[config.mk]
export PLATFORM = sky130hd
export DESIGN_NAME = nand_result_serializer
export DESIGN_NICKNAME = d
export VERILOG_FILES = /design/src/rtl/nand_result_serializer.sv
export SDC_FILE = /design/constraint.sdc
export NUM_CORES = 1
export LEC_CHECK = 0
export ABC_AREA = 1
export CAP_MARGIN = 30
export CORE_MARGIN = 5
export CORE_UTILIZATION = 57
export CTS_BUF_LIST = sky130_fd_sc_hd__clkbuf_4
export DETAILED_ROUTE_END_ITERATION = 10
export GPL_TIMING_DRIVEN = 0
export PLACE_DENSITY = 0.79
export SETUP_SLACK_MARGIN = 0.2
export SYNTH_ARGS = -nofsm -noshare
export SYNTH_HDL_FRONTEND = slang
export SYNTH_SLANG_ARGS = --single-unit
export TNS_END_PERCENT = 20
[constraint.sdc]
create_clock -name clk -period 3.9 [get_ports clk]
set_input_delay 0.78 -clock clk [delete_from_list [all_inputs] [get_ports clk]]
set_output_delay 0.78 -clock clk [all_outputs]
set_load 0.01 [all_outputs]
[src/rtl/nand_result_serializer.sv]
// Capture stage for NAND result words. Words are accepted on a valid/ready
// handshake into a small FIFO. Each word is then sent on one wire as a frame:
// a start bit (0), the data bits LSB first, and a stop bit (1).
module nand_result_serializer #(
  parameter int unsigned WIDTH = 4,
  parameter int unsigned DEPTH = 4
) (
  input  logic                     clk,
  input  logic                     rst,
  input  logic                     in_valid,
  input  logic [WIDTH-1:0]         in_data,
  output logic                     in_ready,
  output logic                     ser_out,
  output logic                     ser_busy,
  output logic                     frame_done,
  output logic [$clog2(DEPTH):0]   fifo_count
);

  localparam int unsigned PW = $clog2(DEPTH);
  localparam int unsigned CW = PW + 1;
  localparam int unsigned BW = (WIDTH > 1) ? $clog2(WIDTH) : 1;

  localparam logic [CW-1:0] FULL     = CW'(DEPTH);
  localparam logic [BW-1:0] LAST_BIT = BW'(WIDTH - 1);

  typedef enum logic [1:0] {
    S_IDLE,
    S_START,
    S_DATA,
    S_STOP
  } state_t;

  logic [WIDTH-1:0] mem_q [DEPTH];

  logic [PW-1:0]    wr_ptr_q, wr_ptr_d;
  logic [PW-1:0]    rd_ptr_q, rd_ptr_d;
  logic [CW-1:0]    count_q, count_d;
  state_t           state_q, state_d;
  logic [BW-1:0]    bit_q, bit_d;
  logic [WIDTH-1:0] shift_q, shift_d;
  logic             ser_out_q, ser_out_d;
  logic             ser_busy_q, ser_busy_d;
  logic             frame_done_q, frame_done_d;

  logic             push;
  logic             pop;

  assign in_ready   = (count_q != FULL);
  assign push       = in_valid && in_ready;
  assign fifo_count = count_q;
  assign ser_out    = ser_out_q;
  assign ser_busy   = ser_busy_q;
  assign frame_done = frame_done_q;

  // FIFO storage write; contents need no reset because the count gates every read
  always_ff @(posedge clk) begin
    if (push) begin
      mem_q[wr_ptr_q] <= in_data;
    end
  end

  // FIFO pointer and occupancy next-state
  always_comb begin
    wr_ptr_d = wr_ptr_q;
    rd_ptr_d = rd_ptr_q;
    count_d  = count_q;
    if (push) begin
      wr_ptr_d = wr_ptr_q + PW'(1);
    end
    if (pop) begin
      rd_ptr_d = rd_ptr_q + PW'(1);
    end
    unique case ({push, pop})
      2'b10:   count_d = count_q + CW'(1);
      2'b01:   count_d = count_q - CW'(1);
      default: count_d = count_q;
    endcase
  end

  // Frame sequencer next-state, including the pop decision
  always_comb begin
    state_d = state_q;
    bit_d   = bit_q;
    shift_d = shift_q;
    pop     = 1'b0;
    unique case (state_q)
      S_IDLE: begin
        if (count_q != '0) begin
          pop     = 1'b1;
          shift_d = mem_q[rd_ptr_q];
          state_d = S_START;
        end
      end
      S_START: begin
        bit_d   = '0;
        state_d = S_DATA;
      end
      S_DATA: begin
        shift_d = shift_q >> 1;
        if (bit_q == LAST_BIT) begin
          state_d = S_STOP;
        end else begin
          bit_d = bit_q + BW'(1);
        end
      end
      S_STOP: begin
        if (count_q != '0) begin
          pop     = 1'b1;
          shift_d = mem_q[rd_ptr_q];
          state_d = S_START;
        end else begin
          state_d = S_IDLE;
        end
      end
      default: state_d = S_IDLE;
    endcase
  end

  // Line outputs decoded from the next state so they register with it.
  // In DATA the bit leaving next is shift_d[0]: the unshifted word on entry
  // from START, the shifted word while staying in DATA.
  always_comb begin
    ser_out_d    = 1'b1;
    ser_busy_d   = (state_d != S_IDLE);
    frame_done_d = (state_d == S_STOP);
    unique case (state_d)
      S_START: ser_out_d = 1'b0;
      S_DATA:  ser_out_d = shift_d[0];
      default: ser_out_d = 1'b1;
    endcase
  end

  // State registers with asynchronous reset
  always_ff @(posedge clk or posedge rst) begin
    if (rst) begin
      wr_ptr_q     <= '0;
      rd_ptr_q     <= '0;
      count_q      <= '0;
      state_q      <= S_IDLE;
      bit_q        <= '0;
      shift_q      <= '0;
      ser_out_q    <= 1'b1;
      ser_busy_q   <= 1'b0;
      frame_done_q <= 1'b0;
    end else begin
      wr_ptr_q     <= wr_ptr_d;
      rd_ptr_q     <= rd_ptr_d;
      count_q      <= count_d;
      state_q      <= state_d;
      bit_q        <= bit_d;
      shift_q      <= shift_d;
      ser_out_q    <= ser_out_d;
      ser_busy_q   <= ser_busy_d;
      frame_done_q <= frame_done_d;
    end
  end

endmodule
==> out/results.tsv <==
metric	value	unit
cts.reportedPaths.clkPinSlew	0.11	ns
end_kind	flop	
r2r_slack	1.48	ns
grt-ovfl-total	0	
nets	202	
required	4.12	ns
whs_path_depth	2	
ys_ff_latch	34	
regToRegEndpoint	fifo_count[2]	
drt_wl_total	2704	um
rsz0062_at_grt	no	
slew_viol_final	0	
ctsLongestPathBuffers	2	
final_area	1899	um^2
initial_core_util	0.5975	
postRouteAntennaNets	0	
clock_sinks	34	
gr-usage-all-layers	0.1511	
synth_area_leaders	edfxtp_1 (29%), dfrtp_1 (26%), nand2_1 (11%)	
final_hold_viol_count	0	
startpoint_type	flop	
worstMarginPinSlew	0.6776	ns
dp_hpwl	2068	um
cts_setup_buffers	0	
period_needed	2.416	ns
firstDrtPassIters	4	
fillers	209	
status	finished clean	
leakagePower	0.8709	nW
drv_cap	0	
antenna_cells	0	
drcViolationCount	0	
multi_input_area	608.1	um^2
slew_headroom	0.5477	
skew	0.009199	ns
area.growth.synth_to_final	15.26	%
synth_cell_types	26	
critical_path_class	reg -> reg	
via_per_inst	5.056	
crit_path_max_fanout	7	
postCtsHoldBufs	0	
drive_gt1_frac	0.1189	
yosysWarnings	0	
finalSetupTns	0	ns
dr_total_vias	1092	
die_area	4066	um^2
place_area	1817	um^2
htreeDepth	2	
core	2758	um^2
yosysTopAreaCellShare	0.2916	
p_int	0.9974	mW
grt_pass1_wl	4719	um
die_w	63.77	um
cts_buffers	5	
mostFrequentLayoutCells	nand2_1 (47), inv_1 (21), dfrtp_1 (17)	
grt_max_degree	19	
drtIter0Drc	69	
cts-root-buf	clkbuf_4	
insertion_delay	0.34	ns
max_freq	413.9	MHz
seqCellArea	932.1	um^2
crit_arrival	2.63	ns
syn_avg_cell_area	10.05	um^2
power_frac_seq	0.345	
setup_viol	0	
antenna_found_initial	0	
peakVddDrop	0.6544	mV
tritoncts	done	
comb_power_share	0.505	
worstHoldStart	shift_q[3]	
final_common_cell	nand2_1	
cts.repair.resized	0	
row_count	19	
powerDensity	905.5	nW/um^2
synth_nets	182	
die_h	63.77	um
syn-instance-count	164	
gp_congestion	0.7813	
switching_share	0.4200	
portBuffers	13	
ys_seq_area_frac	0.5657	
synth_area_leader_cell	edfxtp_1	
post-route-period-util	0.6194	
rr_startpoint	state_q[0]	
hp-class	reg -> reg	
p_clk_frac	0.150	
wl_per_cell	12.52	um
grt_pass1_vias	1082	
power.switching	0.7223	mW
syn_area	1648	um^2
rr_worst_depth	9	
pin_count	14	
power.total	1.720	mW
hold_path_end	shift_q[3]	
kinds of logic (layout without fill, tap and decap cells):
logic type	count (synthesis)	count (layout)	share of synthesized area
AO/OA/AOI/OAI	13	13	0.05011
AND/OR/NAND/NOR	77	77	0.2096
flip-flops	34	34	0.5657
adder cells (fa/ha/maj)	11	11	0.08808
XOR/XNOR	4	4	0.02126
buffers and inverters	25	46	0.06530
routing by layer:
| layer | up-vias | track usage | wire length [um] |
|---|---|---|---|
| li1 | 565 | - | - |
| met1 | 505 | 0.1680 | 1112 |
| met2 | 17 | 0.2627 | 1427 |
| met3 | 5 | 0.05429 | 113 |
| met4 | 0 | 0.05974 | 50 |
| met5 | - | 0 | 0 |
worst max-delay path: stages (launching register included):
cell	delay, ns
dfrtp_1	0.41
inv_1	0.11
ha_1	0.44
nor2_4	0.27
ha_1	0.18
inv_1	0.06
fa_1	0.38
a21oi_1	0.15
o21ai_0	0.13
xor2_1	0.16
registers in the layout, summed over array words and instances, names as in the netlist:
signal / count
ser_out: 1
ser_busy: 1
frame_done: 1
mem_q: 16
shift_q: 4
state_q: 2
bit_q: 2
rd_ptr_q: 2
wr_ptr_q: 2
fifo_count: 3
per-stage QoR:
stage          setup slack, ns  utilization  hold WS [ns]  instances
2_1_floorplan            1.747            -        0.4422        164
3_3_place_gp             1.410       0.6588        0.4583        208
3_5_place_dp             1.325       0.6588        0.4725        208
4_1_cts                  1.457       0.6887        0.5002        216
5_1_grt                  1.305       0.6887        0.5221        216
6_report                 1.484       0.6887        0.4967        216
Yosys cell counts:
cell,count
nand2_1,47
xor2_1,3
nor3_2,1
a21oi_4,1
nand2_2,2
o21ai_2,1
nand2_4,1
o21ai_0,5
ha_1,10
dfstp_2,1
edfxtp_1,16
nand4_1,1
dfrtp_1,17
nor2_4,2
nand3_1,14
fa_1,1
nor2_1,8
nor2_2,1
buf_6,1
inv_2,1
inv_4,1
xnor2_1,1
a21boi_0,1
a21oi_1,5
inv_1,21
buf_4,1
power groups by stage:
stage | registers (mW) | logic, mW | clock network, mW
after floorplan | 0.600 | 0.643 | 0
after global placement | 0.594 | 0.833 | 0
after detailed placement | 0.602 | 0.876 | 0
after CTS | 0.595 | 0.886 | 0.268
after global routing | 0.610 | 0.998 | 0.284
final | 0.593 | 0.868 | 0.258
area by class of cell:
type | instances | share of cell area
Buffer | 2 | 0.009881
Clock buffer | 5 | 0.01976
Clock inverter | 3 | 0.02372
Inverter | 23 | 0.04677
Multi-Input combinational cell | 105 | 0.3202
Sequential cell | 34 | 0.4908
Tap cell | 31 | 0.02042
Timing Repair Buffer | 13 | 0.06851
worst max path at each step:
stage / start / to / slack, ns
6_report: state_q[0] / fifo_count[2] / 1.48
2_1_floorplan: state_q[0] / fifo_count[2] / 1.75
3_3_place_gp: in_valid / fifo_count[2] / 1.41
5_1_grt: state_q[0] / fifo_count[2] / 1.31
3_5_place_dp: in_valid / fifo_count[2] / 1.33
4_1_cts: state_q[0] / fifo_count[2] / 1.46
(Power assumes the default switching activity.)
